==> config.mk <==
export PLATFORM = sky130hd
export DESIGN_NAME = iob_axis2axi_out_sched_flat
export DESIGN_NICKNAME = d
export VERILOG_FILES = /design/src/rtl/iob_axis2axi_out_sched_if.sv /design/src/rtl/iob_axis2axi_out_sched.sv /design/src/flat_wrapper.sv
export SDC_FILE = /design/constraint.sdc
export NUM_CORES = 1
export LEC_CHECK = 0
export BUFFER_PORTS_ARGS = -buffer_cell sky130_fd_sc_hd__buf_2
export CAP_MARGIN = 5
export CORE_ASPECT_RATIO = 0.5
export CORE_MARGIN = 2
export CORE_UTILIZATION = 58
export CTS_CLUSTER_DIAMETER = 50
export DETAILED_ROUTE_END_ITERATION = 6
export HOLD_SLACK_MARGIN = 0.15
export PLACE_DENSITY_LB_ADDON = 0.15
export SLEW_MARGIN = 20
export SYNTH_ARGS = -nofsm -noshare
export SYNTH_HDL_FRONTEND = slang
export SYNTH_SLANG_ARGS = --single-unit
==> constraint.sdc <==
create_clock -name clk_i -period 4.3 [get_ports clk_i]
set_clock_uncertainty 0.2 [all_clocks]
set_input_delay 0.43 -clock clk_i [delete_from_list [all_inputs] [get_ports clk_i]]
set_output_delay 0.43 -clock clk_i [all_outputs]
set_load 0.05 [all_outputs]
==> src/rtl/iob_axis2axi_out_sched_if.sv <==
// ----------------------------------------------------------------------------
// iob_axis2axi_out_sched_if
//  Descriptor handshake bundle (valid/ready plus word address and word length)
//  shared by the scheduler's descriptor input and its engine config output.
//
//  Signals
//   valid   descriptor offered by the master side
//   ready   slave side accepts the descriptor when valid & ready
//   addr    start byte address, 4-byte aligned
//   length  transfer length in 32-bit words
//
//  Modports
//   master  drives valid/addr/length, observes ready
//   slave   observes valid/addr/length, drives ready
// ----------------------------------------------------------------------------
interface iob_axis2axi_out_sched_if #(
    parameter int ADDR_W = 24
) ();
    logic              valid;
    logic              ready;
    logic [ADDR_W-1:0] addr;
    logic [ADDR_W-1:0] length;

    modport master (output valid, output addr, output length, input ready);
    modport slave  (input valid, input addr, input length, output ready);
endinterface

==> src/rtl/iob_axis2axi_out_sched.sv <==
// ----------------------------------------------------------------------------
// iob_axis2axi_out_sched
//  Descriptor scheduler in front of the AXI-read-to-AXIS engine. Buffers up to
//  2**QUEUE_W read descriptors, hands them to the engine one at a time and
//  retires each one once the engine has delivered all of its words, so that
//  software can queue back-to-back reads without polling the engine.
//
//  Ports
//   clk_i        clock
//   cke_i        clock enable, all registers hold while low
//   arst_n_i     asynchronous active-low reset
//   desc_if      slave  : descriptor push (valid/ready/addr/length)
//   cfg_if       master : descriptor offered to the engine config port
//   beat_i       engine AXIS handshake (axis_out_valid & axis_out_ready)
//   flush_i      drop every queued, not-yet-issued descriptor
//   clr_err_i    clear error_o
//   busy_o       queue non-empty or scheduler not idle
//   level_o      queue occupancy
//   done_o       one-cycle pulse per retired descriptor
//   completed_o  retired-descriptor count, wraps
//   error_o      sticky, beat_i seen while no descriptor was running
// ----------------------------------------------------------------------------
module iob_axis2axi_out_sched #(
    parameter int AXI_ADDR_W = 24,
    parameter int QUEUE_W    = 2,
    parameter int CNT_W      = 16
) (
    input  logic                    clk_i,
    input  logic                    cke_i,
    input  logic                    arst_n_i,
    iob_axis2axi_out_sched_if.slave  desc_if,
    iob_axis2axi_out_sched_if.master cfg_if,
    input  logic                    beat_i,
    input  logic                    flush_i,
    input  logic                    clr_err_i,
    output logic                    busy_o,
    output logic [QUEUE_W:0]        level_o,
    output logic                    done_o,
    output logic [CNT_W-1:0]        completed_o,
    output logic                    error_o
);

    localparam int DEPTH = 2 ** QUEUE_W;

    typedef enum logic [1:0] {
        IDLE  = 2'd0,
        ISSUE = 2'd1,
        RUN   = 2'd2
    } state_t;

    state_t state_q, state_d;

    logic [AXI_ADDR_W-1:0] addr_mem [DEPTH];
    logic [AXI_ADDR_W-1:0] len_mem  [DEPTH];
    logic [QUEUE_W-1:0]    wr_ptr_q, rd_ptr_q;
    logic [QUEUE_W:0]      level_q;

    logic [AXI_ADDR_W-1:0] out_addr_q, out_len_q, remaining_q;
    logic                  out_valid_q;
    logic                  done_q;
    logic                  error_q;
    logic [CNT_W-1:0]      completed_q;

    logic full, empty, push, last_beat, err_set;
    logic pop, set_valid, start_run, retire;

    assign full  = (level_q == (QUEUE_W+1)'(DEPTH));
    assign empty = (level_q == '0);

    // Zero-length descriptors still see ready (they are accepted) but are
    // never written into the queue, so they are silently discarded.
    assign desc_if.ready = !full && !flush_i;
    assign push          = desc_if.valid && desc_if.ready && (desc_if.length != '0);

    assign last_beat = beat_i && (remaining_q == AXI_ADDR_W'(1));
    assign err_set   = beat_i && (state_q != RUN);

    // Next-state and control strobes. A descriptor popped from IDLE raises
    // valid one cycle later (ISSUE sets it), whereas a pop on the last beat
    // of the running descriptor raises valid immediately so that the next
    // descriptor is offered the cycle after that beat.
    always_comb begin
        state_d   = state_q;
        pop       = 1'b0;
        set_valid = 1'b0;
        start_run = 1'b0;
        retire    = 1'b0;
        unique case (state_q)
            IDLE: begin
                if (!empty) begin
                    pop     = 1'b1;
                    state_d = ISSUE;
                end
            end
            ISSUE: begin
                if (!out_valid_q) begin
                    set_valid = 1'b1;
                end else if (cfg_if.ready) begin
                    start_run = 1'b1;
                    state_d   = RUN;
                end
            end
            RUN: begin
                if (last_beat) begin
                    retire = 1'b1;
                    if (!empty) begin
                        pop       = 1'b1;
                        set_valid = 1'b1;
                        state_d   = ISSUE;
                    end else begin
                        state_d = IDLE;
                    end
                end
            end
            default: state_d = IDLE;
        endcase
    end

    always_ff @(posedge clk_i or negedge arst_n_i) begin
        if (!arst_n_i) begin
            state_q <= IDLE;
        end else if (cke_i) begin
            state_q <= state_d;
        end
    end

    // Queue storage needs no reset; occupancy is tracked by the pointers.
    always_ff @(posedge clk_i) begin
        if (cke_i && push) begin
            addr_mem[wr_ptr_q] <= desc_if.addr;
            len_mem[wr_ptr_q]  <= desc_if.length;
        end
    end

    // Flush wins over push/pop bookkeeping: push is already blocked by
    // desc_ready, and a head popped in the same cycle has been captured in
    // the output registers, so dropping the rest is just a pointer move.
    always_ff @(posedge clk_i or negedge arst_n_i) begin
        if (!arst_n_i) begin
            wr_ptr_q <= '0;
            rd_ptr_q <= '0;
            level_q  <= '0;
        end else if (cke_i) begin
            if (push) begin
                wr_ptr_q <= wr_ptr_q + QUEUE_W'(1);
            end
            if (flush_i) begin
                rd_ptr_q <= wr_ptr_q;
                level_q  <= '0;
            end else begin
                if (pop) begin
                    rd_ptr_q <= rd_ptr_q + QUEUE_W'(1);
                end
                unique case ({push, pop})
                    2'b10:   level_q <= level_q + (QUEUE_W+1)'(1);
                    2'b01:   level_q <= level_q - (QUEUE_W+1)'(1);
                    default: level_q <= level_q;
                endcase
            end
        end
    end

    // Issued descriptor, beat tracking, completion and error status.
    always_ff @(posedge clk_i or negedge arst_n_i) begin
        if (!arst_n_i) begin
            out_addr_q  <= '0;
            out_len_q   <= '0;
            out_valid_q <= 1'b0;
            remaining_q <= '0;
            done_q      <= 1'b0;
            completed_q <= '0;
            error_q     <= 1'b0;
        end else if (cke_i) begin
            if (pop) begin
                out_addr_q <= addr_mem[rd_ptr_q];
                out_len_q  <= len_mem[rd_ptr_q];
            end
            if (set_valid) begin
                out_valid_q <= 1'b1;
            end else if (start_run) begin
                out_valid_q <= 1'b0;
            end
            if (start_run) begin
                remaining_q <= out_len_q;
            end else if (state_q == RUN && beat_i && remaining_q != '0) begin
                remaining_q <= remaining_q - AXI_ADDR_W'(1);
            end
            done_q <= retire;
            if (retire) begin
                completed_q <= completed_q + CNT_W'(1);
            end
            if (err_set) begin
                error_q <= 1'b1;
            end else if (clr_err_i) begin
                error_q <= 1'b0;
            end
        end
    end

    assign cfg_if.valid  = out_valid_q;
    assign cfg_if.addr   = out_addr_q;
    assign cfg_if.length = out_len_q;
    assign busy_o        = (level_q != '0) || (state_q != IDLE);
    assign level_o       = level_q;
    assign done_o        = done_q;
    assign completed_o   = completed_q;
    assign error_o       = error_q;

endmodule

==> src/flat_wrapper.sv <==
// flat-port wrapper written by rule: the top's interface ports become plain ports
module iob_axis2axi_out_sched_flat 
#(
    parameter int AXI_ADDR_W = 24,
    parameter int QUEUE_W    = 2,
    parameter int CNT_W      = 16
)
  (clk_i, cke_i, arst_n_i, beat_i, flush_i, clr_err_i, busy_o, level_o, done_o, completed_o, error_o, desc_if_valid, desc_if_addr, desc_if_length, desc_if_ready, cfg_if_valid, cfg_if_addr, cfg_if_length, cfg_if_ready);
  iob_axis2axi_out_sched_if #(.ADDR_W((24))) desc_if_i ();
  iob_axis2axi_out_sched_if #(.ADDR_W((24))) cfg_if_i ();
  input  logic clk_i;
  input  logic cke_i;
  input  logic arst_n_i;
  input  logic beat_i;
  input  logic flush_i;
  input  logic clr_err_i;
  output logic busy_o;
  output logic [QUEUE_W:0] level_o;
  output logic done_o;
  output logic [CNT_W-1:0] completed_o;
  output logic error_o;
  input wire logic [$bits(desc_if_i.valid)-1:0] desc_if_valid;
  input wire logic [$bits(desc_if_i.addr)-1:0] desc_if_addr;
  input wire logic [$bits(desc_if_i.length)-1:0] desc_if_length;
  output wire logic [$bits(desc_if_i.ready)-1:0] desc_if_ready;
  output wire logic [$bits(cfg_if_i.valid)-1:0] cfg_if_valid;
  output wire logic [$bits(cfg_if_i.addr)-1:0] cfg_if_addr;
  output wire logic [$bits(cfg_if_i.length)-1:0] cfg_if_length;
  input wire logic [$bits(cfg_if_i.ready)-1:0] cfg_if_ready;
  assign desc_if_i.valid = desc_if_valid;
  assign desc_if_i.addr = desc_if_addr;
  assign desc_if_i.length = desc_if_length;
  assign desc_if_ready = desc_if_i.ready;
  assign cfg_if_valid = cfg_if_i.valid;
  assign cfg_if_addr = cfg_if_i.addr;
  assign cfg_if_length = cfg_if_i.length;
  assign cfg_if_i.ready = cfg_if_ready;
  iob_axis2axi_out_sched #(.AXI_ADDR_W(AXI_ADDR_W), .QUEUE_W(QUEUE_W), .CNT_W(CNT_W)) u_core (.clk_i(clk_i), .cke_i(cke_i), .arst_n_i(arst_n_i), .desc_if(desc_if_i), .cfg_if(cfg_if_i), .beat_i(beat_i), .flush_i(flush_i), .clr_err_i(clr_err_i), .busy_o(busy_o), .level_o(level_o), .done_o(done_o), .completed_o(completed_o), .error_o(error_o));
endmodule
==> impl_metrics.env <==
export IMPL_status="completed"
export IMPL_crit_fanout=48
export IMPL_peakVddDrop_mv=0.459
export IMPL_layout_drive_gt1_share=0.322
export IMPL_power_total_mw=9.76
export IMPL_worst_slew_pin_slew_ns=0.896
export IMPL_grt_overflow=0
export IMPL_worstHoldStart="cke_i"
export IMPL_synth_edff_count=192
export IMPL_preCtsSetupSlack_ns=0.736
export IMPL_post_cts_setup_buffer_count=0
export IMPL_hold_path_class="input port to flop"
export IMPL_grt_pass1_wl_um=40000
export IMPL_setup_ws_ns=0.723
export IMPL_timing_hold_ws_ns=0.236
export IMPL_multi_input_area_um2=3510
export IMPL_period_needed_ns=3.58
export IMPL_worstHoldEndpoint="u_core.remaining_q[20]"
export IMPL_clock_latency_ns=0.54
export IMPL_ys_warn_count=0
export IMPL_drc=0
export IMPL_yosysUniqueCellTypes=61
export IMPL_start_kind="flop"
export IMPL_fmax_mhz=280
export IMPL_diodes=0
export IMPL_r2r_start="u_core.remaining_q[14]"
export IMPL_cts_buffer_depth=3
export IMPL_cp_data_arrival_time_ns=3.80
export IMPL_dr_first_iter_drc_count=575
export IMPL_grt_pass1_vias=7183
export IMPL_slew_headroom=0.403
export IMPL_wl_per_cell_um=21.3
export IMPL_fp_dieW_um=207
export IMPL_leakage_nw=5.51
export IMPL_fill_cells=1317
export IMPL_seq_area_um2=8270
export IMPL_async_flop_share=0.342
export IMPL_drt_wl_total_um=25200
export IMPL_finalHoldViolations=0
export IMPL_core_um2=20400
export IMPL_fp_dieH_um=106
export IMPL_grtUsageTotal=0.237
export IMPL_via_per_inst=5.90
export IMPL_htree_num_levels=1
export IMPL_finalMaxSlewViolations=0
export IMPL_ys_flop_type="edfxtp_1"
export IMPL_die_area_um2=21900
export IMPL_yosysTopAreaCell="edfxtp_1"
export IMPL_synth_area_leaders="edfxtp_1 48%, dfrtp_1 21%, mux4_2 9.0%"
export IMPL_syn_area_um2=12000
export IMPL_yosys_top_cells_count="192 x edfxtp_1, 100 x dfrtp_1, 48 x mux4_2, 38 x nand2_1, 33 x mux2_2"
export IMPL_dr_pass1_iters=5
export IMPL_powerDensity_nw_per_um2=682
export IMPL_worstPathRequired_ns=4.53
export IMPL_tns_ns=0
export IMPL_setup_violations=0
export IMPL_numCtsBuffers=25
export IMPL_fin_nets=963
export IMPL_worstSetupPathType="flop to flop"
export IMPL_postCtsResizedCells=0
export IMPL_fin_util=0.701
export IMPL_path_clk_slew_ns=0.07
export IMPL_syn2layout_area_growth_pct=19.5
export IMPL_ant_nets=0
export IMPL_rrSetupSlack_ns=0.72
export IMPL_routabilityCongestion=0.832
export IMPL_r2r_end="u_core.cfg_if.addr[10]"
export IMPL_antenna_found_initial=0
export IMPL_min_path_cells=2
export IMPL_synth_fp_nets=779
export IMPL_synth_avg_cell_area_um2=16.9
export IMPL_synth_seq_cells=292
export IMPL_initial_core_util=0.587
export IMPL_synth_seq_area_share=0.690
export IMPL_cts_tree="built"
export IMPL_num_io_pins=128
export IMPL_grt_start_max_net_pins=64
export IMPL_rsz0062_at_grt="no"
export IMPL_synthCells=709
export IMPL_cts_hold_buf=53
export IMPL_row_count=37
export IMPL_root_buffer="clkbuf_16"
export IMPL_worst_r2r_path_depth=6
export IMPL_maxCapViolCount=0
export IMPL_cts_sinks=292
export IMPL_dp_hpwl_um=14800
export IMPL_fin_crit_sh=0.832
export IMPL_synth_most_common_cell="edfxtp_1"
export IMPL_synth_top_area_frac=0.481
export IMPL_portBuffers=127
export IMPL_vias=6993
export IMPL_worstSetupEndpointType="flop"
[cell families after synthesis]
logic type	count (synthesis)	share of synthesized area
buffers and inverters	46	0.0175
adder cells (fa/ha/maj)	14	0.0153
flip-flops	292	0.690
AO/OA/AOI/OAI	82	0.0476
XOR/XNOR	17	0.0124
multiplexers	102	0.147
AND/OR/NAND/NOR	156	0.0698
[metal layers]
| layer | global-route usage | vias up | routed length (um) |
|---|---|---|---|
| met4 | 0.0388 | 0 | 340 |
| met2 | 0.379 | 237 | 11800 |
| li1 | - | 3160 | - |
| met5 | 0 | - | 0 |
| met1 | 0.351 | 3568 | 11500 |
| met3 | 0.0441 | 28 | 1640 |
[state kept, by name (all words and copies together) (netlist names)]
register and count:
u_core.addr_mem 96, u_core.len_mem 96, u_core.cfg_if.addr 24, u_core.cfg_if.length 24, u_core.remaining_q 24, u_core.completed_o 16, u_core.level_o 3, u_core.rd_ptr_q 2
u_core.state_q 2, u_core.wr_ptr_q 2, u_core.cfg_if.valid 1, u_core.done_o 1, u_core.error_o 1
[where the power goes]
| part | switching (mW) | total [mW] | internal (mW) | leakage, nW |
|---|---|---|---|---|
| Clock | 1.03 | 2.41 | 1.38 | 0.425 |
| Sequential | 0.514 | 3.99 | 3.48 | 2.98 |
| Combinational | 2.03 | 3.36 | 1.32 | 2.10 |
| Total | 3.58 | 9.76 | 6.18 | 5.51 |
[stage by stage]
stage,area [um^2],std cells
detailed placement,12900,1085
global route,14300,1185
finish,14300,1185
floorplan,12000,709
CTS,14300,1184
global placement,12900,1085
[worst max-delay path, cell delays in order, from the launching register on]
cell and delay [ns]:
dfrtp_1 0.43, or4_4 0.58, or3b_1 0.57, o31ai_4 0.42
and2_4 0.25, nand2_4 0.46, mux2_4 0.50
[layout by cell type, fill, tap and decap left out, types with 19 or more instances in the layout]
cell and n:
mux4_2 48, clkbuf_16 25, mux2_4 20, nor3_1 19
dlygate4sd3_1 53, dfrtp_1 98, buf_2 126, mux2_2 33
nand2_1 38, edfxtp_1 192, nor2_1 25, o21ai_0 20
[cell type report]
class                      instances  area share
timing repair buffer             192      0.0893
clock buffer                      33      0.0479
sequential                       292       0.578
multi-input combinational        371       0.245
clock inverter                    13      0.0132
inverter                          11     0.00288
tap                              273      0.0239
[worst max-delay path by stage]
stage,depth (start not counted),endpoint,slack [ns],from
4_1_cts,6,u_core.cfg_if.addr[11],0.71,u_core.remaining_q[14]
3_3_place_gp,6,u_core.cfg_if.addr[12],0.81,u_core.remaining_q[14]
6_report,6,u_core.cfg_if.addr[10],0.72,u_core.remaining_q[14]
2_1_floorplan,5,u_core.addr_mem[0][0],0.16,u_core.level_o[1]
5_1_grt,6,u_core.cfg_if.addr[12],0.58,u_core.remaining_q[14]
3_5_place_dp,6,u_core.cfg_if.addr[9],0.74,u_core.remaining_q[14]
Note: power is estimated with default switching activity, not from simulation.
